===== config.mk =====
export PLATFORM = sky130hd
export DESIGN_NAME = core_debug_responder
export DESIGN_NICKNAME = d
export VERILOG_FILES = /design/src/rtl/core_debug_pkg.sv /design/src/rtl/core_debug_timeout.sv /design/src/rtl/core_debug_responder.sv
export SDC_FILE = /design/constraint.sdc
export NUM_CORES = 1
export LEC_CHECK = 0
export CAP_MARGIN = 20
export CORE_AREA = 2 2 83 124
export DETAILED_ROUTE_END_ITERATION = 7
export DIE_AREA = 0 0 85 126
export GPL_ROUTABILITY_DRIVEN = 0
export HOLD_SLACK_MARGIN = 0.03
export PLACE_DENSITY = 0.8
export SETUP_SLACK_MARGIN = 0.1
export SYNTH_ARGS = -nofsm -noshare
export SYNTH_HDL_FRONTEND = slang
export SYNTH_SLANG_ARGS = --single-unit

===== constraint.sdc =====
create_clock -name iCLOCK -period 10.88 [get_ports iCLOCK]
set_input_delay 3.264 -clock iCLOCK [delete_from_list [all_inputs] [get_ports iCLOCK]]
set_output_delay 3.264 -clock iCLOCK [all_outputs]
set_load 0.1 [all_outputs]

===== src/rtl/core_debug_pkg.sv =====
// rtl/core_debug_pkg.sv - command, target and state definitions shared by the debug responder and the debugger
package core_debug_pkg;

    typedef enum logic [3:0] {
        CMD_READ_REG   = 4'h0,
        CMD_WRITE_REG  = 4'h1,
        CMD_GO         = 4'h8,
        CMD_INTGO      = 4'h9,
        CMD_SINGLESTEP = 4'hA,
        CMD_STOP       = 4'hF
    } core_debug_cmd_e;

    // Targets 0-31 are the general registers GR0..GR31
    localparam logic [11:0] TGT_GR0   = 12'd0;
    localparam logic [11:0] TGT_GR31  = 12'd31;
    localparam logic [11:0] TGT_FLAGR = 12'd32;
    localparam logic [11:0] TGT_SPR   = 12'd33;
    localparam logic [11:0] TGT_PCR   = 12'd34;
    localparam logic [11:0] TGT_PPCR  = 12'd35;
    localparam logic [11:0] TGT_PSR   = 12'd36;
    localparam logic [11:0] TGT_PPSR  = 12'd37;
    localparam logic [11:0] CORE_DEBUG_TARGET_MAX = 12'd37;

    typedef enum logic [2:0] {
        ST_IDLE,
        ST_STOP_WAIT,
        ST_STEP_WAIT,
        ST_REG_WAIT,
        ST_RESP
    } core_debug_state_e;

    function automatic logic core_debug_target_ok(input logic [11:0] target);
        return target <= CORE_DEBUG_TARGET_MAX;
    endfunction

endpackage


===== src/rtl/core_debug_timeout.sv =====
// rtl/core_debug_timeout.sv - loadable 16-bit down-counter bounding core-side acknowledge waits
module core_debug_timeout (
    input  logic        iCLOCK,
    input  logic        iRESET,
    input  logic        iCLEAR,
    input  logic        iENABLE,
    input  logic [15:0] iLOAD_VALUE,
    output logic        oTERMINAL
);

    logic [15:0] count;

    // Saturates at zero so the terminal flag stays up until the next clear
    always_ff @(posedge iCLOCK or posedge iRESET) begin
        if (iRESET) begin
            count <= 16'd0;
        end else if (iCLEAR) begin
            count <= iLOAD_VALUE;
        end else if (iENABLE && (count != 16'd0)) begin
            count <= count - 16'd1;
        end
    end

    assign oTERMINAL = (count == 16'd0);

endmodule


===== src/rtl/core_debug_responder.sv =====
// rtl/core_debug_responder.sv - core-side debug command endpoint: halt/step/interrupt control and register access
module core_debug_responder
    import core_debug_pkg::*;
#(
    parameter logic [15:0] P_TIMEOUT = 16'd1024
) (
    input  logic        iCLOCK,
    input  logic        iRESET,
    input  logic        iDEBUG_CMD_REQ,
    output logic        oDEBUG_CMD_BUSY,
    input  logic [3:0]  iDEBUG_CMD_COMMAND,
    input  logic [11:0] iDEBUG_CMD_TARGET,
    input  logic [31:0] iDEBUG_CMD_DATA,
    output logic        oDEBUG_CMD_VALID,
    output logic        oDEBUG_CMD_ERROR,
    output logic [31:0] oDEBUG_CMD_DATA,
    output logic        oCORE_HALT_REQ,
    input  logic        iCORE_HALTED,
    output logic        oCORE_STEP,
    input  logic        iCORE_STEP_DONE,
    output logic        oCORE_INT_REQ,
    output logic        oREG_REQ,
    output logic        oREG_WRITE,
    output logic [5:0]  oREG_ADDR,
    output logic [31:0] oREG_WDATA,
    input  logic        iREG_ACK,
    input  logic [31:0] iREG_RDATA
);

    localparam logic [15:0] TMO_LOAD = (P_TIMEOUT == 16'd0) ? 16'd0 : P_TIMEOUT - 16'd1;

    core_debug_state_e state;
    logic              b_halted;
    logic              tmo_clear;
    logic              tmo_enable;
    logic              tmo_terminal;

    // Loading on acceptance means the count is fresh on the first wait cycle
    assign tmo_clear  = (state == ST_IDLE) && iDEBUG_CMD_REQ;
    assign tmo_enable = (state == ST_STOP_WAIT) || (state == ST_STEP_WAIT) || (state == ST_REG_WAIT);

    core_debug_timeout u_timeout (
        .iCLOCK      (iCLOCK),
        .iRESET      (iRESET),
        .iCLEAR      (tmo_clear),
        .iENABLE     (tmo_enable),
        .iLOAD_VALUE (TMO_LOAD),
        .oTERMINAL   (tmo_terminal)
    );

    always_ff @(posedge iCLOCK or posedge iRESET) begin
        if (iRESET) begin
            state            <= ST_IDLE;
            b_halted         <= 1'b0;
            oDEBUG_CMD_BUSY  <= 1'b0;
            oDEBUG_CMD_VALID <= 1'b0;
            oDEBUG_CMD_ERROR <= 1'b0;
            oDEBUG_CMD_DATA  <= 32'd0;
            oCORE_HALT_REQ   <= 1'b0;
            oCORE_STEP       <= 1'b0;
            oCORE_INT_REQ    <= 1'b0;
            oREG_REQ         <= 1'b0;
            oREG_WRITE       <= 1'b0;
            oREG_ADDR        <= 6'd0;
            oREG_WDATA       <= 32'd0;
        end else begin
            oDEBUG_CMD_VALID <= 1'b0;
            oDEBUG_CMD_ERROR <= 1'b0;
            oCORE_STEP       <= 1'b0;
            oCORE_INT_REQ    <= 1'b0;
            case (state)
                ST_IDLE: begin
                    if (iDEBUG_CMD_REQ) begin
                        oDEBUG_CMD_BUSY <= 1'b1;
                        case (iDEBUG_CMD_COMMAND)
                            CMD_STOP: begin
                                if (b_halted) begin
                                    oDEBUG_CMD_VALID <= 1'b1;
                                    oDEBUG_CMD_DATA  <= 32'd0;
                                    state            <= ST_RESP;
                                end else begin
                                    oCORE_HALT_REQ <= 1'b1;
                                    state          <= ST_STOP_WAIT;
                                end
                            end
                            CMD_GO, CMD_INTGO: begin
                                b_halted         <= 1'b0;
                                oCORE_HALT_REQ   <= 1'b0;
                                oCORE_INT_REQ    <= b_halted && (iDEBUG_CMD_COMMAND == CMD_INTGO);
                                oDEBUG_CMD_VALID <= 1'b1;
                                oDEBUG_CMD_DATA  <= 32'd0;
                                state            <= ST_RESP;
                            end
                            CMD_SINGLESTEP: begin
                                if (b_halted) begin
                                    oCORE_STEP <= 1'b1;
                                    state      <= ST_STEP_WAIT;
                                end else begin
                                    oDEBUG_CMD_VALID <= 1'b1;
                                    oDEBUG_CMD_ERROR <= 1'b1;
                                    oDEBUG_CMD_DATA  <= 32'd0;
                                    state            <= ST_RESP;
                                end
                            end
                            CMD_READ_REG, CMD_WRITE_REG: begin
                                if (b_halted && core_debug_target_ok(iDEBUG_CMD_TARGET)) begin
                                    oREG_REQ   <= 1'b1;
                                    oREG_WRITE <= (iDEBUG_CMD_COMMAND == CMD_WRITE_REG);
                                    oREG_ADDR  <= iDEBUG_CMD_TARGET[5:0];
                                    oREG_WDATA <= iDEBUG_CMD_DATA;
                                    state      <= ST_REG_WAIT;
                                end else begin
                                    oDEBUG_CMD_VALID <= 1'b1;
                                    oDEBUG_CMD_ERROR <= 1'b1;
                                    oDEBUG_CMD_DATA  <= 32'd0;
                                    state            <= ST_RESP;
                                end
                            end
                            default: begin
                                oDEBUG_CMD_VALID <= 1'b1;
                                oDEBUG_CMD_ERROR <= 1'b1;
                                oDEBUG_CMD_DATA  <= 32'd0;
                                state            <= ST_RESP;
                            end
                        endcase
                    end
                end
                ST_STOP_WAIT: begin
                    // A failed stop releases the core so it is not left half-stopped
                    if (iCORE_HALTED || tmo_terminal) begin
                        b_halted         <= iCORE_HALTED;
                        oCORE_HALT_REQ   <= iCORE_HALTED;
                        oDEBUG_CMD_VALID <= 1'b1;
                        oDEBUG_CMD_ERROR <= !iCORE_HALTED;
                        oDEBUG_CMD_DATA  <= 32'd0;
                        state            <= ST_RESP;
                    end
                end
                ST_STEP_WAIT: begin
                    if (iCORE_STEP_DONE || tmo_terminal) begin
                        oDEBUG_CMD_VALID <= 1'b1;
                        oDEBUG_CMD_ERROR <= !iCORE_STEP_DONE;
                        oDEBUG_CMD_DATA  <= 32'd0;
                        state            <= ST_RESP;
                    end
                end
                ST_REG_WAIT: begin
                    if (iREG_ACK || tmo_terminal) begin
                        oREG_REQ         <= 1'b0;
                        oDEBUG_CMD_VALID <= 1'b1;
                        oDEBUG_CMD_ERROR <= !iREG_ACK;
                        oDEBUG_CMD_DATA  <= (iREG_ACK && !oREG_WRITE) ? iREG_RDATA : 32'd0;
                        state            <= ST_RESP;
                    end
                end
                ST_RESP: begin
                    oDEBUG_CMD_BUSY <= 1'b0;
                    state           <= ST_IDLE;
                end
                default: begin
                    oDEBUG_CMD_BUSY <= 1'b0;
                    state           <= ST_IDLE;
                end
            endcase
        end
    end

endmodule


# Yosys cells after proc, flatten, opt, wreduce, memory -nomap -nowiden
# Index checks and enable logic that the tools add are counted.
totals:
  elab_cells: 127
  output_inout_bits: 78
  regBits: 98
  inputBits: 86
op_classes:
  n_reduce_logical: 33
  muxes: 57
  addsub: 1
  n_bitwise: 1
  n_eq_ne: 20
  magnitude_cmp: 1
ops:
  columns: ["op", "n"]
  rows:
  - ["32-bit two-way mux", 8]
  - ["32-bit one-hot mux with 4 select lines", 1]
  - ["32-bit one-hot mux with 3 select lines", 1]
  - ["16-bit two-way mux", 2]
  - ["1-bit two-way mux", 27]
  - ["3-bit two-way mux", 7]
  - ["4-bit == test, second input constant", 4]
  - ["16-bit zero test", 1]
  - ["16-bit nonzero test", 1]
  - ["16-bit by 1-bit subtractor with 16-bit output, second input constant", 1]
  - ["12-bit by 6-bit <= comparator with 1-bit output, second input constant", 1]
  - ["2-bit by 1-bit != test with 1-bit output, second input constant", 6]
  - ["3-bit != test, second input constant", 4]
  - ["3-bit one-hot mux with 4 select lines", 1]
  - ["4-bit AND reduction", 3]
  - ["1-bit one-hot mux with 2 select lines", 5]
  - ["5-bit AND reduction", 2]
  - ["3-bit one-hot mux with 3 select lines", 1]
  - ["1-bit one-hot mux with 4 select lines", 2]
  - ["8-bit AND reduction", 1]
  - ["3-bit by 2-bit == test with 1-bit output, second input constant", 2]
  - ["1-bit one-hot mux with 3 select lines", 2]
  - ["2-bit nonzero test", 3]
  - ["3-bit OR reduction", 2]
  - ["13 further kinds", 25]

# Depth between registers and ports, before layout
# Gate-level depths: netlist of the first run.
logic_depth:
  ltp_word: 6
  mapped_depth: 8
  ltp_nobuf: 6

# Hierarchy
# Synthesis of the first run repeated with hierarchy kept, for this count alone.
unflattened:
  hier_cells: 459
  area_unflattened_um2: 5134.9
modules_own_cells:
  columns: ["module", "seq_area_each_um2", "area_each_um2", "n_inst", "cells_per_inst"]
  rows:
  - ["core_debug_responder", 2052.0, 4011.3, 1, 336]
  - ["core_debug_timeout", 400.4, 1123.6, 1, 123]

# Least setup slack after synthesis of the first run
# Ideal clock, no wire load.
synth_path:
  kind: "input-to-reg"
  start: "input iDEBUG_CMD_TARGET[10]"
  end: "register oREG_WDATA[0]"
  n_path_buf: 2
  setup_time_ns: 0.128
  t_required_ns: 10.752
  stages: 6
  slack_ns: 5.846
  arrival_time_ns: 4.906
  cell_sequence: "or4b_1 -> a21o_1 -> nor4b_4 -> buf_4 -> buf_6 -> mux2_1"
synth_via:
  elab_chain_len: 3
synth_rtl:
  columns: ["item", "line", "rtl"]
  rows:
  - ["start: declaration", "core_debug_responder.sv:12", "input logic [11:0] iDEBUG_CMD_TARGET,"]
  - ["12-bit by 6-bit <= comparator with 1-bit output", "core_debug_pkg.sv:33", "return target <= CORE_DEBUG_TARGET_MAX;"]
  - ["1-bit logical AND", "core_debug_responder.sv:106", "if (b_halted && core_debug_target_ok(iDEBUG_CMD_TARGET)) begin"]
  - ["4-bit AND reduction (no line)", null, null]
  - ["end signal: assignment", "core_debug_responder.sv:110", "oREG_WDATA <= iDEBUG_CMD_DATA;"]
  - ["end: declaration", "core_debug_responder.sv:25", "output logic [31:0] oREG_WDATA,"]
# Every way passes these cells.
# A chain may end at the register's enable or synchronous reset.

# Final worst setup path of the first run
layout_path:
  start: "input iDEBUG_CMD_COMMAND[1]"
  end: "register oREG_ADDR[0]"
layout_via:
  elab_chain_len: 3
  word_cells_on_any_way: 4
  classes_between: "1 x eq/ne; 3 x reduce/logical"
layout_rtl:
  columns: ["item", "line", "rtl"]
  rows:
  - ["start: declaration", "core_debug_responder.sv:11", "input logic [3:0] iDEBUG_CMD_COMMAND,"]
  - ["4-bit by 1-bit == test with 1-bit output or 4-bit zero test (tied branches)", "core_debug_responder.sv:75", "case (iDEBUG_CMD_COMMAND)"]
  - ["2-bit OR reduction (*)", "core_debug_responder.sv:75", null]
  - ["4-bit AND reduction (no line) (*)", null, null]
  - ["end signal: assignment", "core_debug_responder.sv:109", "oREG_ADDR <= iDEBUG_CMD_TARGET[5:0];"]
  - ["end: declaration", "core_debug_responder.sv:24", "output logic [5:0] oREG_ADDR,"]
# Mark *: on every way between the ends. The rest lies on a longest branch, timed or not.

==> impl_metrics.toml, run 1 <==
[cts]
cts_resized = 0
clockBufferDepth = 2
h-tree-depth = 3
holdBufCountCts = 0
postCtsSetupBuffers = 0
ctsRootBufferMaster = "clkbuf_16"
worstSkewPairLatency_ns = 0.35
tritoncts.num_buffers = 9
cts_tree = "built"
clk_pin_slew_ns = 0.06
numClockSinks = 98

[logic_synthesis]
ys.flop_type = "dfrtp_1"
avgSynthCellArea_sq_um = 11.1
ys_seq_area_share_pct = 54.2
synth-seq-cells = 98
async_reset_ff_share_pct = 100
synth.distinct_cells = 49
syn-cell-area_sq_um = 4520
syn-num-nets = 495
ys_warn_count = 0
synth-edff-count = 0
syn_inst = 408

[final_layout]
final_cell_area_sq_um = 6570
fillers = 720
final_cell_mix = "clkdlybuf4s50_1 (163), dfrtp_1 (98), nand2_1 (42), a21oi_1 (40), a41oi_1 (32)"
diodes = 0
fin_nets = 648
syn2layout_area_growth_pct = 45.2
register_area_sq_um = 2450
utilization_pct = 68.1
final_common_cell = "clkdlybuf4s50_1"
multi_input_area_sq_um = 1940
drive_gt1_share_pct = 12.0

[worst_setup_path]
r2r_cells = 5
worstSetupEndpoint = "oREG_ADDR[0]"
startpoint = "iDEBUG_CMD_COMMAND[1]"
reg2reg_to = "oREG_ADDR[0]"
critPathMaxFanout = 24
critPathKind = "in -> reg"
critical_path_required_ns = 11.10
critPathArrivalTime_ns = 6.20
crit_path_start_kind = "primary input"
r2r_slack_ns = 7.48
worst_setup_path_end_kind = "flop"
r2r-start = "state[0]"

[sta]
rsz0062_at_grt = "no"
tightest_slew_ns = 1.03
fin_skew_ns = 0.00960
slew_violations = 0
min_period_over_period_pct = 54.9
timing.final.crit_period_ns = 5.98
worst_slack_ns = 4.90
fmax_mhz = 167
setup_tns_ns = 0
slew_headroom_pct = 31.2
finalSetupViolCount = 0
whs_ns = 0.489
finalHoldViolCount = 0

[floorplan]
core_area_sq_um = 9630
start_util_pct = 46.9
dieWidth_um = 85
die-area_sq_um = 10700
ios = 164
rows = 44
chipHeight_um = 126

[route]
ant_nets = 0
drtIter0Drc = 338
drt-total-wl_mm = 12.6
wl_per_cell_um = 18.4
dr.pass1.iters = 4
vias = 4063
routed_via_density = 5.97
drcViolationCount = 0

[placed_design]
io_buffers = 163
dp_worst_setup_slack_ns = 4.56
dp_hpwl_mm = 8.80
placed_area_sq_um = 6260

[power_and_ir_drop]
power_density_nw_per_um2 = 126
p_leak_nw = 2.71
vdd_drop_max_mv = 0.0961

[min_path]
hold_class = "reg -> reg"

[global_route]
grt_max_degree = 65
grt_usage_pct = 23.5
grt_pass1_wl_mm = 20.2
grt_pass1_vias = 4093
antenna_found_initial = 0
gr-total-overflow = 0

[run]
maxCapViolations = 0

[outcome]
outcome = "finished clean"
==> power by group <==
group | internal [mW] | switching (mW) | total, mW
clock network | 0.171 | 0.140 | 0.311
logic | 0.0517 | 0.0835 | 0.135
registers | 0.372 | 0.0113 | 0.384
==> worst min path at each step <==
stage,from,end,cells after the start
after global routing,oDEBUG_CMD_BUSY,oDEBUG_CMD_BUSY,1
after detailed placement,oDEBUG_CMD_BUSY,oDEBUG_CMD_BUSY,1
after global placement,oREG_WDATA[2],oREG_WDATA[2],1
after floorplan,u_timeout.count[11],u_timeout.count[11],1
after CTS,oDEBUG_CMD_BUSY,oDEBUG_CMD_BUSY,1
final,oDEBUG_CMD_BUSY,oDEBUG_CMD_BUSY,1
==> final cells by class <==
cell class | count | area share (%)
flip-flops and latches | 98 | 37.4
multi-input cells | 275 | 29.6
repair buffers | 170 | 26.0
clock buffers | 11 | 3.85
well taps | 115 | 2.19
clock inverters | 5 | 0.648
inverters | 7 | 0.438
==> cells in the mapped netlist, types with 2 or more instances <==
| master | number | area (sq um) |
|---|---|---|
| dfrtp_1 | 98 | 2450 |
| nand2_1 | 42 | 158 |
| a21oi_1 | 40 | 200 |
| a41oi_1 | 32 | 280 |
| mux2_2 | 31 | 349 |
| clkbuf_1 | 18 | 67.6 |
| nor2_1 | 14 | 52.6 |
| and3_1 | 10 | 62.6 |
| mux2_1 | 10 | 113 |
| nand4_1 | 10 | 62.6 |
| nor3_1 | 10 | 50.1 |
| buf_2 | 8 | 40.0 |
| nand3_1 | 8 | 40.0 |
| inv_1 | 7 | 26.3 |
| mux2i_1 | 6 | 60.1 |
| or3_1 | 6 | 37.5 |
| nor4_1 | 5 | 31.3 |
| o21ai_0 | 5 | 25.0 |
| o31ai_1 | 4 | 30.0 |
| a211o_1 | 3 | 26.3 |
| a31o_2 | 3 | 26.3 |
| nor3b_1 | 3 | 22.5 |
| nor4b_1 | 3 | 26.3 |
| a211oi_1 | 2 | 15.0 |
| a21o_1 | 2 | 15.0 |
| nand3b_1 | 2 | 15.0 |
| o211ai_1 | 2 | 15.0 |
| or2_2 | 2 | 12.5 |
| or4_1 | 2 | 15.0 |
==> per-stage QoR <==
stage	total power, mW	cells
3_5_place_dp	0.524	664
5_1_grt	0.860	681
6_report	0.830	681
3_3_place_gp	0.520	663
2_1_floorplan	0.462	408
4_1_cts	0.837	680
==> worst max-delay path: stages <==
cell,delay (ns)
clkdlybuf4s50_1,0.50
or4_1,0.63
nor2_1,0.15
nor4b_4,0.81
buf_4,0.46
mux2_2,0.38
==> logic make-up after synthesis <==
logic type,after synthesis,synth area share (%)
and+or+nand+nor,125,14.8
adders and majority gates,1,0.277
muxes,47,11.5
buffers and inverters,35,3.38
DFF,98,54.2
AOI/OAI and AO/OA,102,15.8
==> sequential cells by signal, summed over array words and instances, names as in the netlist, 3 cells and up <==
signal,flops
oREG_ADDR,6
oDEBUG_CMD_DATA,32
oREG_WDATA,32
state,3
u_timeout.count,16
==> routing by layer <==
metal,share of wire [%],global-route usage [%],up-vias
li1,-,-,1854
met3,7.2,5.83,21
met2,53,40.6,172
met1,38,27.5,2016
met4,2.5,9.99,0
met5,0,0,-
Power figures use the tool's default switching activity.
==> run 2: changes to the inputs <==
--- a/config.mk
+++ b/config.mk
@@ -6,12 +6,12 @@
 export NUM_CORES = 1
 export LEC_CHECK = 0
 export CAP_MARGIN = 20
-export CORE_AREA = 2 2 83 124
+export CORE_AREA = 2 2 85 128
 export DETAILED_ROUTE_END_ITERATION = 7
-export DIE_AREA = 0 0 85 126
+export DIE_AREA = 0 0 87 130
 export GPL_ROUTABILITY_DRIVEN = 0
 export HOLD_SLACK_MARGIN = 0.03
-export PLACE_DENSITY = 0.8
+export PLACE_DENSITY = 0.76
 export SETUP_SLACK_MARGIN = 0.1
 export SYNTH_ARGS = -nofsm -noshare
 export SYNTH_HDL_FRONTEND = slang
==> constraint.sdc (replaced) <==
create_clock -name iCLOCK -period 6 [get_ports iCLOCK]
set_input_delay 1.8 -clock iCLOCK [delete_from_list [all_inputs] [get_ports iCLOCK]]
set_output_delay 1.8 -clock iCLOCK [all_outputs]
set_load 0.1 [all_outputs]
==> run 2 against run 1 <==
Net effect:
- critical path depth unchanged
- cell area is the same
- sequential power is 81% higher
- combinational power rose by 80%
- clock power increased by 83%
- first-iteration DRC count decreased by 36%
- die area rose by 5.6%
- utilization shrank 4.4 points
- register-to-register slack worse by 4.8 ns
- via count is 1.5% lower
- non-clock buffer count did not move
- largest power group unchanged
==> impl_metrics.toml, run 2 (synthesis gave the netlist of run 1 again) <==
[outcome]
outcome = "finished clean"

[global_route]
grt_pass1_wl_mm = 18.8
grt_usage_pct = 21.3
gr-total-overflow = 0
antenna_found_initial = 0
grt_max_degree = 74
grt_pass1_vias = 3793

[power_and_ir_drop]
vdd_drop_max_mv = 0.144
p_leak_nw = 2.70
power_density_nw_per_um2 = 230

[placed_design]
dp_hpwl_mm = 8.66
io_buffers = 163
placed_area_sq_um = 6270

[worst_setup_path]
critPathMaxFanout = 25
reg2reg_to = "oDEBUG_CMD_DATA[9]"
critical_path_required_ns = 6.23
r2r-start = "u_timeout.count[14]"
crit_path_start_kind = "primary input"
critPathArrivalTime_ns = 4.52
worst_setup_path_end_kind = "flop"
startpoint = "iDEBUG_CMD_COMMAND[2]"
r2r_slack_ns = 2.72
r2r_cells = 5
worstSetupEndpoint = "oREG_WDATA[12]"
critPathKind = "in -> reg"

[cts]
clk_pin_slew_ns = 0.07
cts_tree = "built"
numClockSinks = 98
cts_resized = 0
h-tree-depth = 3
worstSkewPairLatency_ns = 0.35
tritoncts.num_buffers = 9
ctsRootBufferMaster = "clkbuf_16"
holdBufCountCts = 0
postCtsSetupBuffers = 0
clockBufferDepth = 2

[final_layout]
diodes = 0
drive_gt1_share_pct = 11.7
final_cell_mix = "clkdlybuf4s50_1 (163), dfrtp_1 (98), nand2_1 (42), a21oi_1 (40), a41oi_1 (32)"
fin_nets = 648
multi_input_area_sq_um = 1940
largest_registers = "oDEBUG_CMD_DATA: 32 flops, oREG_WDATA: 32 flops, u_timeout.count: 16 flops"
final_common_cell = "clkdlybuf4s50_1"
final_cell_area_sq_um = 6570
fillers = 825
register_area_sq_um = 2450
syn2layout_area_growth_pct = 45.2

[route]
dr.pass1.iters = 4
routed_via_density = 5.85
drt-total-wl_mm = 12.2
vias = 4002
drtIter0Drc = 216
drcViolationCount = 0
ant_nets = 0
wl_per_cell_um = 17.8

[sta]
min_period_over_period_pct = 71.5
setup_tns_ns = 0
tightest_slew_ns = 1.03
finalHoldViolCount = 0
whs_ns = 0.483
timing.final.crit_period_ns = 4.29
slew_violations = 0
rsz0062_at_grt = "no"
fmax_mhz = 233
finalSetupViolCount = 0
fin_skew_ns = 0.00984
slew_headroom_pct = 30.9

[floorplan]
die-area_sq_um = 11300
ios = 164
core_area_sq_um = 10300
dieWidth_um = 87
start_util_pct = 43.9
chipHeight_um = 130
rows = 46

[run]
maxCapViolations = 0

[min_path]
hold_class = "reg -> reg"
## run 2: cell count changes in the layout (fill, tap and decap cells not counted)
cell	delta
buf_12	+1
buf_16	-1
buf_4	-1
buf_8	+1
bufinv_16	+1
clkbuf_8	-2
clkinv_2	-1
clkinv_4	+1
clkinvlp_4	+1
inv_6	-1
inv_8	-1
## run 2: cell type report
type                            instances  area share [%]
Tap cell                              120            2.29
Inverter                                7           0.438
Multi-Input combinational cell        275            29.6
Timing Repair Buffer                  170            26.0
Clock buffer                            9            3.43
Clock inverter                          5           0.972
Sequential cell                        98            37.4
## run 2: worst min path at each step
stage / endpoint / start / depth (start not counted)
2_1_floorplan: u_timeout.count[11] / u_timeout.count[11] / 1
3_3_place_gp: oREG_WDATA[0] / oREG_WDATA[0] / 1
3_5_place_dp: oREG_WDATA[5] / oREG_WDATA[5] / 1
4_1_cts: oREG_WDATA[5] / oREG_WDATA[5] / 1
5_1_grt: oREG_WDATA[3] / oREG_WDATA[3] / 1
6_report: oREG_WDATA[5] / oREG_WDATA[5] / 1
## run 2: critical path, stage by stage
cell and delay (ns):
clkdlybuf4s50_1 0.51, or4_1 0.61, nor2_1 0.12, nor4b_4 0.83
buf_12 0.27, mux2_2 0.36
## run 2: metrics by stage
step / setup slack [ns] / cells / power, mW / utilization, %
floorplan: 1.64 / 408 / 0.838 / -
detailed placement: 1.35 / 669 / 0.948 / 60.8
CTS: 1.71 / 683 / 1.52 / 63.7
finish: 1.71 / 684 / 1.51 / 63.7
global route: 1.53 / 684 / 1.56 / 63.7
global placement: 1.46 / 668 / 0.944 / 60.7
## run 2: per-layer routing
layer	global-route usage [%]	vias up	wire (um)
met3	5.44	21	722
met5	0	-	0
met1	25.5	1971	4950
met4	8.73	0	305
li1	-	1849	-
met2	36.1	161	6220
## run 2: report_power, final
group	switching (mW)	total [mW]	internal [mW]
Clock	0.248	0.570	0.322
Combinational	0.150	0.243	0.0932
Sequential	0.0186	0.694	0.676
Total	0.417	1.51	1.09
==> run 3: changes to the inputs <==
--- a/config.mk
+++ b/config.mk
@@ -6,12 +6,12 @@
 export NUM_CORES = 1
 export LEC_CHECK = 0
 export CAP_MARGIN = 20
-export CORE_AREA = 2 2 85 128
+export CORE_AREA = 2 2 89 134
 export DETAILED_ROUTE_END_ITERATION = 7
-export DIE_AREA = 0 0 87 130
+export DIE_AREA = 0 0 91 136
 export GPL_ROUTABILITY_DRIVEN = 0
 export HOLD_SLACK_MARGIN = 0.03
-export PLACE_DENSITY = 0.76
+export PLACE_DENSITY = 0.72
 export SETUP_SLACK_MARGIN = 0.1
 export SYNTH_ARGS = -nofsm -noshare
 export SYNTH_HDL_FRONTEND = slang
==> constraint.sdc (replaced) <==
create_clock -name iCLOCK -period 3.6 [get_ports iCLOCK]
set_input_delay 1.08 -clock iCLOCK [delete_from_list [all_inputs] [get_ports iCLOCK]]
set_output_delay 1.08 -clock iCLOCK [all_outputs]
set_load 0.1 [all_outputs]
==> run 3 against run 2 <==
Net effect:
- clock power rose by 82%
- sequential power rose by 67%
- first-iteration DRC count is 4.6% higher
- register-to-register slack got worse by 1.5 ns
- worst hold slack improved by 0.0046 ns
- combinational power rose by 66%
- highest routed layer unchanged
- wire length decreased by 3.7%
==> impl_metrics.toml, run 3 (synthesis gave the netlist of run 1 again) <==
[power_and_ir_drop]
power_density_nw_per_um2 = 401
seqPwrFrac_pct = 44.6
power.share.clock_pct = 39.9
comb_power_share_pct = 15.5
switching_power_mw = 0.706
power.internal_mw = 1.89
p_leak_nw = 2.90
swShare_pct = 27.1
total_power_mw = 2.60
vdd_drop_max_mv = 0.270

[floorplan]
ios = 164
chipHeight_um = 136
start_util_pct = 40.0
rows = 48
die-area_sq_um = 12400
dieWidth_um = 91
core_area_sq_um = 11300

[final_layout]
fin_nets = 654
final_cell_mix = "dfrtp_1 (98), buf_4 (89), clkdlybuf4s50_1 (85), nand2_1 (42), a21oi_1 (40)"
final_common_cell = "dfrtp_1"
fin_cells = 722
diodes = 0
utilization_pct = 57.5
largest_registers = "oDEBUG_CMD_DATA: 32 flops, oREG_WDATA: 32 flops, u_timeout.count: 16 flops"
drive_gt1_share_pct = 26.4
syn2layout_area_growth_pct = 43.5

[worst_setup_path]
r2r_slack_ns = 1.25
critPathArrivalTime_ns = 3.27
crit_chain = "clkdlybuf4s50_1 > or4_1 > a2111oi_2 > o21ai_2 > buf_4 > a41oi_1"
critical_path_required_ns = 3.85
critPathKind = "in -> reg"
crit_path_start_kind = "primary input"
cp_slowest_cell = "or4_1"
reg2reg_to = "oCORE_HALT_REQ"
r2r-start = "u_timeout.count[0]"
critPathMaxFanout = 35
r2r_cells = 7
worst_setup_path_end_kind = "flop"
cpPeakStageDelay_ns = 0.61

[cts]
numClockSinks = 98
ctsRootBufferMaster = "clkbuf_16"
cts_tree = "built"
clk_pin_slew_ns = 0.07
h-tree-depth = 3
tritoncts.num_buffers = 9
clockBufferDepth = 2
postCtsSetupBuffers = 0
worstSkewPairLatency_ns = 0.34
cts_resized = 0
holdBufCountCts = 0

[sta]
min_period_over_period_pct = 83.9
slew_violations = 0
slew_headroom_pct = 48.3
rsz0062_at_grt = "no"
whs_ns = 0.487
finalHoldViolCount = 0
fin_skew_ns = 0.00924
setup_tns_ns = 0
finalSetupViolCount = 0
tightest_slew_ns = 0.769
fmax_mhz = 331
timing.final.crit_period_ns = 3.02

[min_path]
worstHoldStart = "oREG_WDATA[1]"
hold_class = "reg -> reg"
hold_depth = 1
min_to = "oREG_WDATA[1]"

[global_route]
grt_pass1_vias = 3954
grt_pass1_wl_mm = 19.0
grt_usage_pct = 18.8
grt_max_degree = 65
antenna_found_initial = 0
gr-total-overflow = 0

[route]
dr.pass1.iters = 4
drt-total-wl_mm = 11.7
routed_via_density = 5.50
drtIter0Drc = 226
drcViolationCount = 0
ant_nets = 0
vias = 3969
wl_per_cell_um = 16.3

[placed_design]
io_buffers = 163
dp_hpwl_mm = 8.44
place_inst = 706

[run]
maxCapViolations = 0

[outcome]
outcome = "finished clean"
run 3: worst max-delay path: cells and delay by family:
kind                   cells  cell delay, ns
buffers and inverters      2            0.74
AND/OR/NAND/NOR            1            0.61
AO/OA/AOI/OAI              3            0.81
run 3: layout make-up:
cell class	count	area [sq um]
clock buffer	9	225
clock inverter	7	98.8
fill	978	4800
inverter	7	30.0
multi-input combinational	275	1930
sequential	98	2450
tap	150	188
timing repair buffer	176	1560
run 3: worst max path at each step:
stage,endpoint,slack [ns],cells after the start,startpoint
after floorplan,oREG_WDATA[0],0.75,6,iDEBUG_CMD_TARGET[10]
after global placement,oREG_WDATA[30],0.32,6,iDEBUG_CMD_TARGET[10]
after detailed placement,oDEBUG_CMD_DATA[31],0.25,6,iDEBUG_CMD_COMMAND[2]
after CTS,oDEBUG_CMD_DATA[9],0.60,6,iDEBUG_CMD_COMMAND[1]
after global routing,oDEBUG_CMD_DATA[8],0.42,6,iDEBUG_CMD_COMMAND[1]
final,oDEBUG_CMD_DATA[31],0.58,6,iDEBUG_CMD_COMMAND[1]
run 3: layer usage:
metal | vias to the layer above | track usage [%] | share of wire, %
li1 | 1859 | - | -
met1 | 1951 | 22.5 | 41
met2 | 151 | 32.9 | 51
met3 | 8 | 4.27 | 6.3
met4 | 0 | 6.90 | 1.3
met5 | - | 0 | 0
run 3: metrics by stage:
stage | setup slack, ns | cell area [sq um]
after floorplan | 0.750 | 4530
after global placement | 0.318 | 6160
after detailed placement | 0.246 | 6160
after CTS | 0.604 | 6490
after global routing | 0.420 | 6490
final | 0.581 | 6490
run 3: power by group through the flow:
stage | Combinational [mW] | Clock, mW | Sequential (mW)
floorplan | 0.118 | 0 | 1.28
global placement | 0.400 | 0 | 1.18
detailed placement | 0.404 | 0 | 1.18
CTS | 0.406 | 1.06 | 1.16
global route | 0.430 | 1.11 | 1.16
finish | 0.403 | 1.04 | 1.16
